File: config.mk
export PLATFORM = sky130hd
export DESIGN_NAME = aes_lfsr_stim_engine
export DESIGN_NICKNAME = d
export VERILOG_FILES = /design/src/rtl/aes_lfsr_stim_engine.sv
export SDC_FILE = /design/constraint.sdc
export NUM_CORES = 1
export LEC_CHECK = 0
export ABC_AREA = 1
export CAP_MARGIN = 20
export CORE_AREA = 2 2 349 351
export CTS_CLUSTER_DIAMETER = 100
export DETAILED_ROUTE_END_ITERATION = 8
export DIE_AREA = 0 0 351 353
export DONT_BUFFER_PORTS = 1
export SLEW_MARGIN = 20
export SYNTH_ARGS = -nofsm -noshare
export SYNTH_HDL_FRONTEND = slang
export SYNTH_SLANG_ARGS = --single-unit
File: constraint.sdc
create_clock -name clk -period 2.9 [get_ports clk]
set_input_delay 0.435 -clock clk [delete_from_list [all_inputs] [get_ports clk]]
set_output_delay 0.435 -clock clk [all_outputs]
set_load 0.03 [all_outputs]
File: src/rtl/aes_lfsr_stim_engine.sv
// Stimulus/capture engine for pipelined block-cipher cores.
// Two Galois LFSRs supply plaintext and key, one vector per cycle.
// A LATENCY-deep valid pipe tags the results coming back, and each
// captured result is folded into a rotate-XOR signature.
module aes_lfsr_stim_engine #(
    parameter int unsigned W       = 128,
    parameter int unsigned LATENCY = 21,
    parameter logic [W-1:0] TAPS   = {1'b1, {(W-8){1'b0}}, 7'h43},
    parameter int unsigned CNT_W   = 32
) (
    input  logic             clk,
    input  logic             rst,
    input  logic             start,
    input  logic [CNT_W-1:0] num_tests,
    input  logic [1:0]       mode,
    input  logic             pause,
    input  logic [W-1:0]     seed_state,
    input  logic [W-1:0]     seed_key,
    output logic [W-1:0]     dut_state,
    output logic [W-1:0]     dut_key,
    output logic             issue_valid,
    input  logic [W-1:0]     dut_out,
    output logic             cap_valid,
    output logic [CNT_W-1:0] cap_index,
    output logic [W-1:0]     signature,
    output logic [CNT_W-1:0] issued_cnt,
    output logic [CNT_W-1:0] captured_cnt,
    output logic             busy,
    output logic             done
);

    typedef enum logic [1:0] {
        S_IDLE  = 2'd0,
        S_RUN   = 2'd1,
        S_DRAIN = 2'd2,
        S_DONE  = 2'd3
    } state_t;

    state_t             state;
    state_t             state_nxt;
    logic [W-1:0]       lfsr_state;
    logic [W-1:0]       lfsr_key;
    logic [CNT_W-1:0]   num_q;
    logic [1:0]         mode_q;
    logic [LATENCY-1:0] vpipe;
    logic               accept_c;
    logic               issue_c;

    // One Galois step: shift right, fold the feedback mask in when bit 0 falls out.
    function automatic logic [W-1:0] lfsr_step(input logic [W-1:0] q);
        return (q >> 1) ^ ({W{q[0]}} & TAPS);
    endfunction

    // A zero seed would lock the LFSR at zero, so it is replaced by 1.
    function automatic logic [W-1:0] seed_fix(input logic [W-1:0] s);
        return (s == '0) ? W'(1) : s;
    endfunction

    // Vector presentation is combinational in pause so a held cycle issues nothing.
    assign issue_valid = issue_c;
    assign dut_state   = lfsr_state;
    assign dut_key     = lfsr_key;
    assign cap_valid   = vpipe[LATENCY-1];
    assign cap_index   = captured_cnt;

    // FSM state register.
    always_ff @(posedge clk) begin
        if (rst) begin
            state <= S_IDLE;
        end else begin
            state <= state_nxt;
        end
    end

    // Next-state and control decode.
    always_comb begin
        state_nxt = state;
        accept_c  = 1'b0;
        issue_c   = 1'b0;
        case (state)
            S_IDLE, S_DONE: begin
                if (start) begin
                    accept_c  = 1'b1;
                    state_nxt = (num_tests == '0) ? S_DONE : S_RUN;
                end
            end
            S_RUN: begin
                if (!pause) begin
                    issue_c = 1'b1;
                    if (issued_cnt == num_q - CNT_W'(1)) begin
                        state_nxt = S_DRAIN;
                    end
                end
            end
            S_DRAIN: begin
                if (cap_valid && (captured_cnt == num_q - CNT_W'(1))) begin
                    state_nxt = S_DONE;
                end
            end
            default: state_nxt = S_IDLE;
        endcase
    end

    // Datapath: LFSRs, counters, valid pipe, signature and status flags.
    always_ff @(posedge clk) begin
        if (rst) begin
            lfsr_state   <= '0;
            lfsr_key     <= '0;
            num_q        <= '0;
            mode_q       <= '0;
            vpipe        <= '0;
            issued_cnt   <= '0;
            captured_cnt <= '0;
            signature    <= '0;
            busy         <= 1'b0;
            done         <= 1'b0;
        end else begin
            busy <= (state_nxt == S_RUN) || (state_nxt == S_DRAIN);
            done <= (state_nxt == S_DONE);
            if (accept_c) begin
                lfsr_state   <= seed_fix(seed_state);
                lfsr_key     <= seed_fix(seed_key);
                num_q        <= num_tests;
                mode_q       <= mode;
                vpipe        <= '0;
                issued_cnt   <= '0;
                captured_cnt <= '0;
                signature    <= '0;
            end else begin
                // Pipe shifts every cycle so paused issue never stalls returning results.
                vpipe <= LATENCY'({vpipe, issue_c});
                if (issue_c) begin
                    issued_cnt <= issued_cnt + CNT_W'(1);
                    if (!mode_q[1]) begin
                        lfsr_state <= lfsr_step(lfsr_state);
                    end
                    if (!mode_q[0]) begin
                        lfsr_key <= lfsr_step(lfsr_key);
                    end
                end
                if (cap_valid) begin
                    captured_cnt <= captured_cnt + CNT_W'(1);
                    signature    <= {signature[W-2:0], signature[W-1]} ^ dut_out;
                end
            end
        end
    end

endmodule
# Word-level counts from Yosys, hierarchy flattened
# Cells that the tools add are included.
dict set report word_totals {
  register_bits 507
  in_bits 422
  output_inout_bits 484
  elab_cells 56
}
dict set report classes {
  addsub 3
  eq_ne 10
  mux 18
  bitwise 3
  reduce_logical 11
}
# op n
set op_table {}
lappend op_table {{128-bit two-way mux} 8}
lappend op_table {{128-bit logical NOT} 2}
lappend op_table {{127-bit by 128-bit XOR with 128-bit output} 2}
lappend op_table {{128-bit XOR} 1}
lappend op_table {{32-bit by 1-bit adder with 32-bit output, second input constant} 2}
lappend op_table {{32-bit equality test} 2}
lappend op_table {{32-bit logical NOT} 1}
lappend op_table {{32-bit by 1-bit subtractor with 32-bit output, second input constant} 1}
lappend op_table {{2-bit two-way mux} 5}
lappend op_table {{2-bit equality test, second input constant} 4}
lappend op_table {{2-bit case mux with 3 select lines} 1}
lappend op_table {{2-bit by 1-bit equality test with 1-bit output, second input constant} 2}
lappend op_table {{1-bit two-way mux} 4}
lappend op_table {{2-bit by 1-bit != test with 1-bit output, second input constant} 2}
lappend op_table {{2-bit AND reduction} 2}
lappend op_table {{2-bit OR reduction} 2}
lappend op_table {{2-bit logical NOT} 1}
lappend op_table {{2-bit nonzero test} 1}
lappend op_table {{1-bit logical AND} 1}
lappend op_table {{1-bit logical OR} 1}

# Longest topological paths before layout
dict set report depth {
  word_depth 7
  mapped_depth 23
  depth_no_buf 23
}

# Least setup slack after synthesis
# OpenSTA, ideal clock, no wires.
dict set report synth_path {
  path_kind {register -> register}
  start {register num_q[0]}
  end {register busy}
  setup_ps 126
  t_arrival_ps 2244
  required_ps 2774
  path_slack_ps 530
  path_stages_with_launch 19
  n_path_buf 0
  synth_period_minus_slack_ps 2370
  cell_sequence {dfxtp_1 -> inv_2 -> ha_1 -> nand3_2 -> nor2_4 -> nand2_1 -> nand2_1 -> nand2_1 -> nand2_1 -> nand3_1 -> nor2_1 -> nand2_1 -> nor2_1 -> nand3_1 -> a21oi_1 -> nand2_1 -> ha_1 -> inv_1 -> nor2_1}
}
dict set report synth_via {
  elab_chain_cells 7
  word_cells_on_any_way 11
  classes_between {add/sub (1); eq/ne (4); mux (4); reduce/logical (2)}
}
# item line_no
set synth_lines {}
lappend synth_lines {{start: declaration} 43} ;# logic [CNT_W-1:0] num_q;
lappend synth_lines {{start signal: assignment} 123} ;# num_q <= num_tests;
lappend synth_lines {{32-bit by 1-bit subtractor with 32-bit output *} {90, 96}}
lappend synth_lines {{32-bit equality test, on equally long branches} {90, 96}}
lappend synth_lines {{2-bit two-way mux or 1-bit logical AND (tied branches)} {90, 96}}
lappend synth_lines {{2-bit two-way mux, on equally long branches} {88, 96}}
lappend synth_lines {{2-bit case mux with 3 select lines *} 80} ;# case (state)
lappend synth_lines {{net state_nxt[0]} 40} ;# state_t state_nxt;
lappend synth_lines {{2-bit by 1-bit equality test with 1-bit output or 2-bit equality test (tied branches)} 118} ;# busy <= (state_nxt == S_RUN) || (state_nxt == S_DRAIN);
lappend synth_lines {{1-bit logical OR *} 118}
lappend synth_lines {{end signal: assignment} 118}
lappend synth_lines {{end: declaration} 28} ;# output logic busy,
# Mark *: on every way through the listed nets, which the timed path passes. The rest lies on a longest branch.
# A chain may end at the register's enable or synchronous reset.

# Final worst setup path
dict set report layout_path {
  start {register num_q[3]}
  end {register busy}
}
dict set report layout_via {
  elab_chain_cells 7
  word_cells_on_any_way 11
  classes_between {add/sub (1); eq/ne (4); mux (4); reduce/logical (2)}
}
# item line_no
set layout_lines {}
lappend layout_lines {{32-bit by 1-bit subtractor with 32-bit output *} {90, 96}}
lappend layout_lines {{32-bit equality test, on equally long branches} {90, 96}}
lappend layout_lines {{2-bit two-way mux or 1-bit logical AND (tied branches)} {90, 96}}
lappend layout_lines {{2-bit two-way mux, on equally long branches} {88, 96}}
lappend layout_lines {{2-bit case mux with 3 select lines *} 80}
lappend layout_lines {{2-bit by 1-bit equality test with 1-bit output or 2-bit equality test (tied branches)} 118}
lappend layout_lines {{1-bit logical OR *} 118}
# Mark *: on every way between the ends. The rest lies on a longest branch, timed or not.

==> flow_summary.ini <==
[status]
status = finished, final reports clean

[synthesis]
postSynthNetCount = 3974
share_of_synthesized_area_occupied_by_flip_flops_and_latches_pct = 41.26
yosysTopAreaCellShare_pct = 41.26
synth_top_area_cell = sky130_fd_sc_hd__dfxtp_1
netlist-cell-type-count = 38
netlist_instances = 3546
number_of_synthesized_register_bits = 507
synth_warnings = 0
synth_area_per_cell_sq_um = 6.937
ys_top_cells_by_area = sky130_fd_sc_hd__dfxtp_1 41%, sky130_fd_sc_hd__nand2_1 12%, sky130_fd_sc_hd__o21ai_0 9.2%, sky130_fd_sc_hd__a31oi_1 6.5%, sky130_fd_sc_hd__nor2_1 6.5%
netlist_area_sq_um = 24600

[hold_path]
timing.hold.worst.class = in2reg

[setup_path]
worst_path_largest_cell_delay_ns = 0.36
worst_path_most_repeated_cell = sky130_fd_sc_hd__nand2_1
critical_path.slowest_cell = sky130_fd_sc_hd__dfxtp_1
worstSetupEndpoint = busy
end_kind = flip-flop
setup.worst_path.start_class = flip-flop
critical_path.cell_chain = nor2_1 -> nand2_2 -> nor2_2 -> nand3_1 -> nand2_1 -> nand2_1 -> nand2_1 -> nand2_1 -> nor2_1 -> nand2_1 -> nor2_1 -> nand3_2 -> nand2_1 -> nand2_1 -> nand2_1 -> nand2_1 -> inv_1 -> ha_1 -> inv_1 -> nor2_1
r2r_start = num_q[3]
worst_setup_path_startpoint = num_q[3]
crit_arrival_ns = 3.32
path_max_fanout = 5
rr_worst_depth = 20
worst-r2r-setup-slack_ns = 0.12
crit_type = reg2reg
required_ns = 3.44
worst_r2r_endpoint = busy

[sta]
report.final.slew_viol_count = 0
final_hold_viol_count = 0
rsz0062_at_grt = true
max_slew_margin_vs_limit_pct = 36.71
worst_clock_skew_ns = 0.08694
totalNegativeSetupSlack_ns = 0
post-route-period-util_pct = 95.98
achievable-frequency_mhz = 359.3
final-setup-viol-count = 0
timing_worst_slew_pin_value_ns = 0.9494
finalCriticalPeriod_ns = 2.783
hold_ws_ns = 0.05314

[global_routing]
groute.usage.overall_pct = 19.33
pin_count_of_the_biggest_net_entering_global_routing = 169
grt_pass1_vias = 25015
globalRoute.totalOverflow = 0
first_pass_grt_wire_length_um = 178200
grt_antenna_before_repair = 34

[drt]
route.antenna.remaining_nets = 0
dr_total_vias = 27161
route.detailed.wl_per_inst_um = 22.74
first_drt_iteration_drcs = 2709
drt-pass1-iter-count = 6
routed_wl_um = 127300
detail_route.drc_violations = 0
post_drt_via_cell_ratio = 4.851

[cts]
max-clock-path-buffers = 3
clk-insertion-delay-late_ns = 0.69
ctsRootBufferMaster = sky130_fd_sc_hd__clkbuf_16
tritoncts_clock_tree = done
cts.sinks = 507
cts.clk_slew.worst_paths_ns = 0.06
cts.htree.levels = 2
number_of_buffers_created_by_cts = 61

[power_and_ir_drop]
peakVddDrop_v = 0.0007432
comb_power_share_pct = 29.7
power.leakage_uw = 0.01316
power.share.sequential_pct = 44.7
powerDensity_nw_per_um2 = 943.7
swShare_pct = 46.96
netSwitchingPower_uw = 14630
clock_power_share_pct = 25.6
internal-power_uw = 16520

[cells_and_area]
fraction_of_layout_cells_with_a_size_suffix_above_1_pct = 7.563
most-common-layout-cells = 795 x sky130_fd_sc_hd__nand2_1, 506 x sky130_fd_sc_hd__dfxtp_1, 449 x sky130_fd_sc_hd__o21ai_0, 415 x sky130_fd_sc_hd__nor2_1, 392 x sky130_fd_sc_hd__dlygate4sd3_1
syn_to_final_growth_pct = 34.22
fin_area_sq_um = 33020
final_net_count = 4316
layout_commonest_cell = sky130_fd_sc_hd__nand2_1
layout.core_utilization_pct = 27.38

[place]
place.gp.congestion = 0.9584
dpl.hpwl_um = 90900
dpl-instance-area_sq_um = 26750
io_buffers = 0

[floorplanning]
start_util_pct = 20.40
chipWidth_um = 351
fp.coreArea_sq_um = 120600
area_enclosed_by_the_die_boundary_sq_um = 123900
num_rows = 128
ios = 906
die_h_um = 353

[run]
max_capacitance_violation_count = 0
flip-flops by register name, indices dropped and copies added, names as in the netlist:
name and cells:
dut_state 128, state 2, cap_index 32, signature 128
mode_q 2, dut_key 128, vpipe 21, done 1
num_q 32, issued_cnt 32, busy 1
metrics by stage:
stage / total power, uW / std cells / setup slack (ns)
finish: 31160 / 5599 / 0.1166
detailed placement: 22280 / 5049 / -0.02211
floorplan: 19080 / 3546 / 0.5298
global placement: 22190 / 5049 / 0.005354
global route: 32750 / 5570 / -0.06051
CTS: 30920 / 5556 / 0.01014
routing by layer:
layer / vias to the layer above / track usage (%) / part of all wire (%)
li1: 12507 / - / -
met1: 12668 / 21.34 / 37
met2: 1564 / 32.07 / 46
met3: 400 / 7.859 / 12
met4: 22 / 9.253 / 5.5
met5: - / 0.07701 / 0.13
cells in the mapped netlist, drive strengths merged:
cell type  number
a21oi          80
a221oi          1
a22oi           2
a31oi         255
buf            49
clkbuf        188
clkinv          2
dfxtp         507
ha              6
inv           288
nand2         805
nand3         139
nand3b          5
nand4          30
nor2          442
nor3           37
nor4           85
o21a            2
o21ai         458
o311ai          1
or2             9
or3             1
xnor2           4
xnor3           5
xor2          145
worst min path at each step:
| stage | end | slack (ns) | cells past startpoint | start |
|---|---|---|---|---|
| 2_1_floorplan | vpipe[10] | 0.39 | 2 | vpipe[9] |
| 3_3_place_gp | vpipe[18] | 0.39 | 2 | vpipe[17] |
| 3_5_place_dp | vpipe[1] | 0.40 | 2 | vpipe[0] |
| 4_1_cts | num_q[22] | 0.006 | 2 | num_tests[22] |
| 5_1_grt | num_q[22] | 0.02 | 2 | num_tests[22] |
| 6_report | num_q[22] | 0.05 | 2 | num_tests[22] |
kinds of logic (layout without fill, tap and decap cells):
kind of cell / after synthesis / after routing / share of synthesized area, %
adders and majority gates: 6 / 6 / 0.3052
AOI/OAI and AO/OA: 799 / 799 / 17.64
other: 0 / 34 / 0
DFF: 507 / 507 / 41.26
xor gates and xnor gates: 154 / 154 / 5.763
buffers and inverters: 527 / 920 / 8.580
and+or+nand+nor: 1553 / 1554 / 26.45
timing repair:
item / 4_1_cts / 5_1_grt
hold buffers: 392 / 0
setup buffers: 0 / 8
gates resized for setup: 1 / 25
cloned: 0 / 1
endpoints found under the hold margin: 394 / 0
setup endpoints to repair: 1 / 5
pin swaps: 0 / 4
critical path: cells and delay by family (launching register included):
kind                     cells  cell delay (ns)
buffers and inverters        2             0.13
AND/OR/NAND/NOR             17             1.93
adder cells (fa/ha/maj)      1             0.23
flip-flops                   1             0.36
final cells by class:
type | count | area, sq um
multi-input combinational | 2513 | 12470
fill | 12952 | 87580
sequential | 507 | 10150
inverter | 290 | 1107
clock buffer | 92 | 1823
timing repair buffer | 515 | 5072
tap | 1625 | 2033
antenna | 34 | 85.08
clock inverter | 23 | 275.3
power groups by stage:
stage / clock network [uW] / registers, uW / logic [uW]
floorplan: 0 / 12900 / 6220
global placement: 0 / 14000 / 8220
detailed placement: 0 / 13900 / 8340
CTS: 8200 / 13800 / 8900
global route: 8420 / 14000 / 10300
finish: 7960 / 13900 / 9270
No activity file was read; power rests on OpenSTA's default activity.
